===== config.mk =====
export PLATFORM = sky130hd
export DESIGN_NAME = logic_op_sequencer
export DESIGN_NICKNAME = d
export VERILOG_FILES = /design/src/rtl/logic_op_sequencer.sv
export SDC_FILE = /design/constraint.sdc
export NUM_CORES = 1
export LEC_CHECK = 0
export CORE_MARGIN = 1.5
export CORE_UTILIZATION = 48
export CTS_BUF_LIST = sky130_fd_sc_hd__clkbuf_8 sky130_fd_sc_hd__clkbuf_16
export DETAILED_ROUTE_END_ITERATION = 10
export GPL_TIMING_DRIVEN = 0
export PLACE_DENSITY = 0.81
export SETUP_SLACK_MARGIN = 0.15
export SLEW_MARGIN = 10
export SYNTH_ARGS = -nofsm -noshare
export SYNTH_HDL_FRONTEND = slang
export SYNTH_SLANG_ARGS = --single-unit

===== constraint.sdc =====
create_clock -name clk -period 6.2 [get_ports clk]
set_input_delay 0.93 -clock clk [delete_from_list [all_inputs] [get_ports clk]]
set_output_delay 0.93 -clock clk [all_outputs]
set_load 0.05 [all_outputs]

===== src/rtl/logic_op_sequencer.sv =====
// Sequences the ALU logical unit through its four primitives (AND, OR, NOTB, NOP)
// to build AND/OR/NOTB/NOTA/NAND/NOR/XOR/XNOR, returning the result over valid/ready.
module logic_op_sequencer #(
    parameter int NBITS = 32
) (
    input  logic             clk,
    input  logic             rst_n,
    input  logic             req_valid,
    output logic             req_ready,
    input  logic [2:0]       req_op,
    input  logic [NBITS-1:0] req_a,
    input  logic [NBITS-1:0] req_b,
    output logic [NBITS-1:0] lu_a,
    output logic [NBITS-1:0] lu_b,
    output logic [2:0]       lu_ctrl,
    input  logic [NBITS-1:0] lu_y,
    output logic             rsp_valid,
    input  logic             rsp_ready,
    output logic [NBITS-1:0] rsp_y,
    output logic             busy
);

    typedef enum logic [1:0] {IDLE, EXEC, RESP} state_t;
    typedef enum logic [2:0] {SRC_ZERO, SRC_A, SRC_B, SRC_T1, SRC_T2} src_t;
    typedef enum logic [1:0] {DST_T1, DST_T2, DST_Y} dst_t;

    localparam logic [2:0] CTRL_NOP  = 3'b000;
    localparam logic [2:0] CTRL_AND  = 3'b001;
    localparam logic [2:0] CTRL_OR   = 3'b010;
    localparam logic [2:0] CTRL_NOTB = 3'b100;

    localparam logic [2:0] OP_AND  = 3'b000;
    localparam logic [2:0] OP_OR   = 3'b001;
    localparam logic [2:0] OP_NOTB = 3'b010;
    localparam logic [2:0] OP_NOTA = 3'b011;
    localparam logic [2:0] OP_NAND = 3'b100;
    localparam logic [2:0] OP_NOR  = 3'b101;
    localparam logic [2:0] OP_XOR  = 3'b110;

    state_t           state, state_next;
    logic [2:0]       op;
    logic [2:0]       step;
    logic [NBITS-1:0] a_reg, b_reg, t1, t2;

    logic [2:0]       step_ctrl;
    src_t             src_a, src_b;
    dst_t             dst;
    logic             last;

    function automatic logic [NBITS-1:0] pick(input src_t s, input logic [NBITS-1:0] a,
                                              input logic [NBITS-1:0] b, input logic [NBITS-1:0] x1,
                                              input logic [NBITS-1:0] x2);
        case (s)
            SRC_A:   pick = a;
            SRC_B:   pick = b;
            SRC_T1:  pick = x1;
            SRC_T2:  pick = x2;
            default: pick = '0;
        endcase
    endfunction

    // Step table: which primitive runs, on which operands, and where lu_y lands.
    always_comb begin
        step_ctrl = CTRL_NOP;
        src_a     = SRC_ZERO;
        src_b     = SRC_ZERO;
        dst       = DST_Y;
        last      = 1'b1;
        case (op)
            OP_AND: begin
                step_ctrl = CTRL_AND;
                src_a     = SRC_A;
                src_b     = SRC_B;
            end
            OP_OR: begin
                step_ctrl = CTRL_OR;
                src_a     = SRC_A;
                src_b     = SRC_B;
            end
            OP_NOTB: begin
                step_ctrl = CTRL_NOTB;
                src_b     = SRC_B;
            end
            OP_NOTA: begin
                step_ctrl = CTRL_NOTB;
                src_b     = SRC_A;
            end
            OP_NAND, OP_NOR: begin
                if (step == 3'd0) begin
                    step_ctrl = (op == OP_NAND) ? CTRL_AND : CTRL_OR;
                    src_a     = SRC_A;
                    src_b     = SRC_B;
                    dst       = DST_T1;
                    last      = 1'b0;
                end else begin
                    step_ctrl = CTRL_NOTB;
                    src_b     = SRC_T1;
                end
            end
            default: begin
                // XOR = (A|B) & ~(A&B); XNOR inverts that once more.
                case (step)
                    3'd0: begin
                        step_ctrl = CTRL_OR;
                        src_a     = SRC_A;
                        src_b     = SRC_B;
                        dst       = DST_T1;
                        last      = 1'b0;
                    end
                    3'd1: begin
                        step_ctrl = CTRL_AND;
                        src_a     = SRC_A;
                        src_b     = SRC_B;
                        dst       = DST_T2;
                        last      = 1'b0;
                    end
                    3'd2: begin
                        step_ctrl = CTRL_NOTB;
                        src_b     = SRC_T2;
                        dst       = DST_T2;
                        last      = 1'b0;
                    end
                    3'd3: begin
                        step_ctrl = CTRL_AND;
                        src_a     = SRC_T1;
                        src_b     = SRC_T2;
                        dst       = (op == OP_XOR) ? DST_Y : DST_T1;
                        last      = (op == OP_XOR);
                    end
                    default: begin
                        step_ctrl = CTRL_NOTB;
                        src_b     = SRC_T1;
                    end
                endcase
            end
        endcase
    end

    always_comb begin
        lu_ctrl = CTRL_NOP;
        lu_a    = '0;
        lu_b    = '0;
        if (state == EXEC) begin
            lu_ctrl = step_ctrl;
            lu_a    = pick(src_a, a_reg, b_reg, t1, t2);
            lu_b    = pick(src_b, a_reg, b_reg, t1, t2);
        end
    end

    always_ff @(posedge clk or negedge rst_n) begin
        if (!rst_n) begin
            state <= IDLE;
        end else begin
            state <= state_next;
        end
    end

    always_comb begin
        state_next = state;
        case (state)
            IDLE:    if (req_valid) state_next = EXEC;
            EXEC:    if (last) state_next = RESP;
            RESP:    if (rsp_ready) state_next = IDLE;
            default: state_next = IDLE;
        endcase
    end

    always_ff @(posedge clk or negedge rst_n) begin
        if (!rst_n) begin
            op    <= '0;
            step  <= '0;
            a_reg <= '0;
            b_reg <= '0;
            t1    <= '0;
            t2    <= '0;
            rsp_y <= '0;
        end else begin
            case (state)
                IDLE: begin
                    if (req_valid) begin
                        op    <= req_op;
                        a_reg <= req_a;
                        b_reg <= req_b;
                        step  <= '0;
                    end
                end
                EXEC: begin
                    case (dst)
                        DST_T1:  t1 <= lu_y;
                        DST_T2:  t2 <= lu_y;
                        DST_Y:   rsp_y <= lu_y;
                        default: ;
                    endcase
                    step <= last ? 3'd0 : step + 3'd1;
                end
                default: ;
            endcase
        end
    end

    assign req_ready = (state == IDLE);
    assign rsp_valid = (state == RESP);
    assign busy      = (state != IDLE);

endmodule


* Word-level counts from Yosys, hierarchy flattened
Index checks and enable logic that the tools add are counted.
** Word-level totals
- Register bits after elaboration :: 168
- Input bits :: 103
- Output and inout port bits :: 102
- Word-level logic and storage cells :: 84
** Operators by class
- Add/subtract/negate cells :: 1
- Equality and inequality tests :: 24
- Mux-type cells :: 29
- Reductions and logical operators :: 22
** Operators with widths (number)
- 32-bit one-hot mux with 4 select lines :: 2
- 32-bit 2-to-1 mux :: 2
- 3-bit by 2-bit equality test with 1-bit output, second input constant :: 8
- 2-bit one-hot mux with 3 select lines :: 3
- 3-bit one-hot mux with 2 select lines :: 3
- 3-bit equality test, second input constant :: 5
- 2-bit OR reduction :: 7
- 3-bit by 1-bit equality test with 1-bit output, second input constant :: 4
- 2-bit 2-to-1 mux :: 6
- 3-bit 2-to-1 mux :: 4
- 3-bit one-hot mux with 4 select lines :: 1
- 2-bit AND reduction :: 5
- 3-bit one-hot mux with 3 select lines :: 1
- 2-bit one-hot mux with 2 select lines :: 2
- 3-bit logical NOT :: 2
- 3-bit OR reduction :: 2
- 2-bit by 1-bit equality test with 1-bit output, second input constant :: 2
- 2-bit equality test, second input constant :: 2
- 2-bit logical NOT :: 2
- 2-bit inequality test, second input constant :: 2
- 1-bit one-hot mux with 2 select lines :: 2
- 2-bit nonzero test :: 2
- 4-bit OR reduction :: 1
- 3-bit by 1-bit adder with 3-bit output, second input constant :: 1
- other kinds (3) :: 5

* Longest topological paths before layout
Gate-level depths: netlist of run 1.
- Depth after elaboration :: 7
- Mapped depth :: 8
- Depth with buffers taken out :: 6

* Worst setup path before layout of run 1
Ideal clock, no wire load.
- Path kind :: register to output
- Start point :: register step[1]
- End point :: output lu_b[10]
- Arrival time :: 2390 ps
- Required time :: 5270 ps
- Setup slack :: 2880 ps
- Cell stages (with the launch flop) :: 9
- Path buffers :: 2
- Cell sequence :: dfrtp_1 > inv_1 > ha_1 > o21bai_1 > and2_1 > clkbuf_1 > clkbuf_1 > a222oi_1 > a21oi_1
** Between the ends
- Cells in the longest elaborated chain, start to end :: 7
- Elaborated cells between the ends (all ways) :: 15
- Those cells by class :: eq/ne: 7; mux: 5; reduce/logical: 3
** Ends and longest elaborated chain
- from (decl) :: line 42 : logic [2:0] step;
- from (signal assigned) :: line 194 : step <= last ? 3'd0 : step + 3'd1;
- 3-bit by 2-bit equality test with 1-bit output, or another cell as far along :: line 102 : case (step)
- 2-bit OR reduction (no line)
- 3-bit one-hot mux with 2 select lines :: line 102
- 3-bit one-hot mux with 3 select lines * :: line 69 : case (op)
- 3-bit equality test, or another cell as far along :: line 53 : case (s)
- 32-bit one-hot mux with 4 select lines * :: line 53
- 32-bit 2-to-1 mux * :: line 143 : if (state == EXEC) begin
- to (decl) :: line 14 : output logic [NBITS-1:0] lu_b,
Mark *: on every way between the ends. The rest lies on a longest branch, timed or not.

* Final worst setup path of run 1
- Start point :: register step[1]
- End point :: output lu_b[22]
The elaborated chain is that of the path after synthesis.

==> flow_metrics.py, run 1 <==
metrics = {
    "critical_path": {
        "cp_slowest_cell": "clkdlybuf4s50_1",
        "critical_path_buf_inv_count": 4,
        "crit_path_end_kind": "output pin",
        "path_cells": "inv_1 -> ha_1 -> o21bai_1 -> and2_1 -> clkbuf_1 -> clkbuf_1 -> a222oi_1 -> a21oi_1 -> clkdlybuf4s50_1",
        "worstPathMaxFanout": 10,
        "worstPathArrival_ps": 3750,
        "path_common_cell": "clkbuf_1",
        "slowest_delay_ps": 840,
        "start_kind": "register",
        "cp_top_family": "buffers and inverters",
        "worst_ep_required_time_ps": 5270,
        "path_class": "reg -> out",
    },
    "timing": {
        "finalSetupViolCount": 0,
        "worstMarginPinSlew_ps": 668,
        "rsz0062_at_grt": "no",
        "hold_viol": 0,
        "timing.slew.headroom_pct": 55.2,
        "max_freq_ghz": 0.214,
        "finalCritPeriodShare_pct": 75.5,
        "skew_ps": 9.84,
        "period_needed_ps": 4680,
        "layout_setup_ws_ps": 1520,
        "drv_slew": 0,
    },
    "placement": {
        "place_congestion": 0.823,
        "dpl_worst_slack_ps": 2080,
        "place_inst": 988,
        "place_hpwl_um": 15300,
        "port_buffers": 204,
    },
    "synthesis": {
        "syn-num-nets": 675,
        "synth-edff-count": 0,
        "synth.distinct_cells": 39,
        "yosysSeqAreaShare_pct": 54.8,
        "synthArstFlopShare_pct": 100,
        "post_synth.cell_area_avg_um2": 13.5,
        "yosys_warnings": 0,
        "synth_area_leader_cell": "dfrtp_1",
        "synth_seq_cells": 168,
        "ys.flop_type": "dfrtp_1",
        "synth_area_mm2": 0.00767,
        "netlist_instances": 567,
        "synth.top_cell.area_share_pct": 54.8,
        "synth_area_leaders": "dfrtp_1, mux2_2, mux2_4, a222oi_1, a22o_1",
    },
    "route": {
        "drc_errors": 0,
        "routedWlPerCell_um": 21.6,
        "drt-initial-drc-count": 493,
        "viasPerCell": 5.82,
        "ant_nets": 0,
        "num_vias": 5937,
        "wirelength_um": 22000,
        "firstDrtPassIters": 6,
    },
    "grt": {
        "grt.total_usage_pct": 27.0,
        "grt_pass1_wl_um": 33800,
        "use_met3_pct": 5.78,
        "met2_usage_pct": 46.8,
        "grt_pass1_vias": 6126,
        "grt.busiest_layer": "met2",
        "grt_max_degree": 87,
        "antenna_found_initial": 0,
        "use_met1_pct": 33.1,
        "gr-total-overflow": 0,
    },
    "clock_network": {
        "cts_inserted_buffers": 17,
        "cts.sinks": 168,
        "clk_pin_slew_worst_paths_ps": 70,
        "ctsHoldBuffers": 0,
        "clk_path_buf_depth": 2,
        "post_cts_buffers": 0,
        "ctsResizeCount": 0,
        "cts_root_buffer": "clkbuf_16",
        "clock_latency_ps": 430,
        "tritoncts": "built",
        "cts_max_level": 4,
    },
    "floorplan": {
        "die_w_um": 129,
        "initial_core_util_pct": 48.6,
        "ios": 205,
        "die_h_um": 129,
        "num_rows": 46,
        "die_area_mm2": 0.0167,
        "core_mm2": 0.0158,
    },
    "finish": {
        "antennaDiodeCount": 0,
        "fin_nets": 899,
        "fill_cells": 1137,
        "area_growth_syn_to_layout_pct": 38.0,
        "stdcell_count": 1020,
        "drive_gt1_share_pct": 27.6,
    },
    "min_path": {
        "hold_class": "in -> async",
    },
    "run_status": {
        "status": "finished, final reports clean",
    },
    "power": {
        "leakage_nw": 4.51,
        "cellPowerDensity_mw_per_mm2": 615,
        "vdd.ir_drop.worst_mv": 0.307,
    },
    "run": {
        "maxCapViolCount": 0,
    },
}
[report_power, final]
| part | internal (W) | total, W | switching (W) |
|---|---|---|---|
| Clock | 0.000561 | 0.00102 | 0.000463 |
| Sequential | 0.00165 | 0.00202 | 0.000372 |
| Combinational | 0.00145 | 0.00347 | 0.00201 |
[per-layer routing]
metal / share of wire, % / routed length, um
met3: 6.5 / 1440
met1: 40 / 8740
met2: 51 / 11300
met5: 0 / 0
met4: 2.4 / 525
[area by class of cell]
cell class,instances,area (um2),area share (%)
clock inverters,15,140,1.32
clock buffers,17,425,4.02
plain buffers,43,215,2.03
flip-flops and latches,168,4200,39.7
inverters,7,26.3,0.248
repair buffers,205,2070,19.6
multi-input cells,349,3220,30.5
well taps,216,270,2.55
[through the flow]
step	hold slack [ps]	total power, W	instance area [um2]	utilization, %	setup TNS [ps]
2_1_floorplan	459	0.00436	7670	-	0
6_report	486	0.00651	10600	67.1	0
3_3_place_gp	470	0.00536	9980	63.3	-394530
3_5_place_dp	493	0.00548	10000	63.5	0
5_1_grt	518	0.00681	10600	67.1	0
4_1_cts	508	0.00652	10600	67.1	0
[final timing paths]
path | start | to | slack [ps] | cells after the start
max | step[1] | lu_b[22] | 1520 | 9
min | rst_n | rsp_y[26] | 490 | 1
max reg2reg | step[1] | t2[25] | 3610 | 7
min reg2reg | b_reg[15] | b_reg[15] | 510 | 1
max in group asynchronous | rst_n | b_reg[1] | 4860 | 2
min in group clk | b_reg[15] | b_reg[15] | 510 | 1
[cells in the mapped netlist, types with 6 or more instances]
cell type  instances
mux2_2           132
a22o_1            32
buf_2             16
a222oi_1          32
mux2_4            30
nand2_1           38
inv_1              6
clkbuf_1          20
o21ai_0            6
dfrtp_1          168
a21oi_1           36
[logic make-up (layout without fill, tap and decap cells)]
| logic type | Yosys count | after routing | share of synthesized area [%] |
|---|---|---|---|
| AOI/OAI and AO/OA | 119 | 119 | 12.1 |
| adders and majority gates | 5 | 5 | 0.816 |
| buffers and inverters | 50 | 287 | 3.15 |
| DFF | 168 | 168 | 54.8 |
| muxes | 163 | 163 | 25.4 |
| and+or+nand+nor | 62 | 62 | 3.69 |
[placed cells by master (no fill, tap or decap), types with 5 or more instances in the layout]
master and count:
nand2_1 38, clkbuf_16 17, clkbuf_1 20, nor2_1 5, clkdlybuf4s50_1 203, o21ai_0 6, dfrtp_1 168, a21oi_1 36
buf_2 16, mux2_2 132, inv_1 6, ha_1 5, mux2_4 30, a22o_1 32, a222oi_1 32
[worst register-to-register path: cells and delay by family, from the launching register on]
family                   cells  cell delay (ps)
multiplexers                 1              370
flip-flops                   1              450
AO/OA/AOI/OAI                2              630
buffers and inverters        2              460
AND/OR/NAND/NOR              1              290
adder cells (fa/ha/maj)      1              290
Power figures use the tool's default switching activity.
==> run 2, diff against run 1 <==
--- a/config.mk
+++ b/config.mk
@@ -6,11 +6,11 @@
 export NUM_CORES = 1
 export LEC_CHECK = 0
 export CORE_MARGIN = 1.5
-export CORE_UTILIZATION = 48
+export CORE_UTILIZATION = 44
 export CTS_BUF_LIST = sky130_fd_sc_hd__clkbuf_8 sky130_fd_sc_hd__clkbuf_16
 export DETAILED_ROUTE_END_ITERATION = 10
 export GPL_TIMING_DRIVEN = 0
-export PLACE_DENSITY = 0.81
+export PLACE_DENSITY = 0.79
 export SETUP_SLACK_MARGIN = 0.15
 export SLEW_MARGIN = 10
 export SYNTH_ARGS = -nofsm -noshare
==> constraint.sdc (replaced) <==
create_clock -name clk -period 4.3 [get_ports clk]
set_input_delay 0.645 -clock clk [delete_from_list [all_inputs] [get_ports clk]]
set_output_delay 0.645 -clock clk [all_outputs]
set_load 0.05 [all_outputs]
==> flow_metrics.py, run 2 (synthesis gave the netlist of run 1 again) <==
metrics = {
    "run_status": {
        "status": "finished, final reports clean",
    },
    "timing": {
        "layout_setup_ws_ps": 228,
        "max_freq_ghz": 0.246,
        "timing.slew.headroom_pct": 57.0,
        "period_needed_ps": 4070,
        "skew_ps": 9.55,
        "hold_viol": 0,
        "drv_slew": 0,
        "worstMarginPinSlew_ps": 641,
        "finalCritPeriodShare_pct": 94.7,
        "fin_tns_setup_ps": 0,
        "rsz0062_at_grt": "no",
        "finalSetupViolCount": 0,
    },
    "floorplan": {
        "initial_core_util_pct": 44.6,
        "ios": 205,
        "die_w_um": 135,
        "die_h_um": 135,
        "die_area_mm2": 0.0182,
        "core_mm2": 0.0172,
        "num_rows": 48,
    },
    "critical_path": {
        "cp_slowest_cell": "clkdlybuf4s50_1",
        "slowest_delay_ps": 830,
        "worstPathMaxFanout": 10,
        "crit_path_end_kind": "output pin",
        "start_kind": "register",
        "worstPathArrival_ps": 3430,
        "path_cells": "inv_1 -> ha_1 -> o21bai_1 -> and2_1 -> clkbuf_1 -> clkbuf_2 -> a222oi_1 -> a21oi_1 -> clkdlybuf4s50_1",
        "path_class": "reg -> out",
        "worst_ep_required_time_ps": 3650,
    },
    "route": {
        "num_vias": 5977,
        "ant_nets": 0,
        "firstDrtPassIters": 9,
        "routedWlPerCell_um": 21.8,
        "drt-initial-drc-count": 511,
        "drc_errors": 0,
        "viasPerCell": 5.81,
        "wirelength_um": 22400,
    },
    "finish": {
        "stdcell_count": 1029,
        "fin_nets": 899,
        "area_growth_syn_to_layout_pct": 39.0,
        "antennaDiodeCount": 0,
        "drive_gt1_share_pct": 29.1,
        "layout_commonest_cell": "dfrtp_1",
        "post-route-util_pct": 62.0,
        "final_cell_mix": "dfrtp_1, clkdlybuf4s50_1, mux2_2",
    },
    "power": {
        "cellPowerDensity_mw_per_mm2": 879,
        "leakage_nw": 5.13,
        "power_w": 0.00936,
        "vdd.ir_drop.worst_mv": 0.453,
    },
    "grt": {
        "grt_pass1_vias": 6315,
        "grt_max_degree": 113,
        "gr-total-overflow": 0,
        "grt.total_usage_pct": 25.1,
        "antenna_found_initial": 0,
        "grt_pass1_wl_um": 34800,
    },
    "clock_network": {
        "clk_pin_slew_worst_paths_ps": 60,
        "cts_inserted_buffers": 17,
        "cts_max_level": 4,
        "tritoncts": "built",
        "cts.sinks": 168,
        "clk_path_buf_depth": 2,
        "clock_latency_ps": 430,
        "cts_root_buffer": "clkbuf_16",
        "post_cts_buffers": 0,
        "ctsHoldBuffers": 0,
    },
    "min_path": {
        "hold_class": "in -> async",
    },
    "placement": {
        "place_hpwl_um": 15300,
        "dpl_worst_slack_ps": 488,
        "place_inst": 997,
        "port_buffers": 204,
        "place_congestion": 0.881,
    },
    "run": {
        "maxCapViolCount": 0,
    },
}
run 2: cell types whose count changed in the layout (fill, tap and decap cells not counted):
cell             delta
clkdlybuf4s15_1     +3
clkinvlp_4          +1
dlymetal6s2s_1     +28
dlygate4sd2_1      +27
clkinv_4            -2
clkbuf_8            +3
clkdlybuf4s50_1    -58
clkinv_2            -1
clkbuf_1           -12
inv_8               -1
clkbuf_2           +12
run 2: layout make-up:
cell class | count | area [um2]
tap | 225 | 282
clock inverter | 12 | 114
clock buffer | 20 | 467
buffer | 43 | 230
inverter | 7 | 26.3
timing repair buffer | 205 | 2110
multi-input combinational | 349 | 3220
fill | 1328 | 6520
sequential | 168 | 4200
run 2: repair_timing:
item	4_1_cts	5_1_grt
endpoints found under the hold margin	0	0
setup endpoints to repair	60	33
resized for setup	38	39
run 2: layer usage:
layer	track usage [%]	share of wire [%]	wire, um	vias to the layer above
met5	0	0	0	-
met4	10.4	2.9	650	0
met2	42.1	50	11100	283
met1	31.4	41	9100	3070
met3	5.48	6.8	1530	41
li1	-	-	-	2583
run 2: power breakdown:
group	switching, W	internal, W
registers	0.000541	0.00237
clock network	0.000648	0.000852
logic	0.00292	0.00203
total	0.00411	0.00525
run 2: critical path: cells and delay by family, from the launching register on:
family                   cells  cell delay (ps)
buffers and inverters        4             1590
AO/OA/AOI/OAI                3              550
flip-flops                   1              450
adder cells (fa/ha/maj)      1              280
AND/OR/NAND/NOR              1              150
run 2: path summary, 6_finish.rpt:
kind | start | to | slack [ps] | depth (start not counted)
setup / recovery | step[1] | lu_b[28] | 230 | 9
hold / removal | rst_n | b_reg[29] | 140 | 1
setup reg to reg | step[1] | t2[14] | 1690 | 7
hold reg to reg | t2[1] | t2[1] | 510 | 1
max in group asynchronous | rst_n | t2[0] | 3250 | 2
min in group clk | t2[1] | t2[1] | 510 | 1
run 2: per-stage QoR:
step,instance area [um2],hold WS [ps]
2_1_floorplan,7670,349
3_3_place_gp,9990,472
3_5_place_dp,10000,486
4_1_cts,10600,134
5_1_grt,10700,158
6_report,10700,144
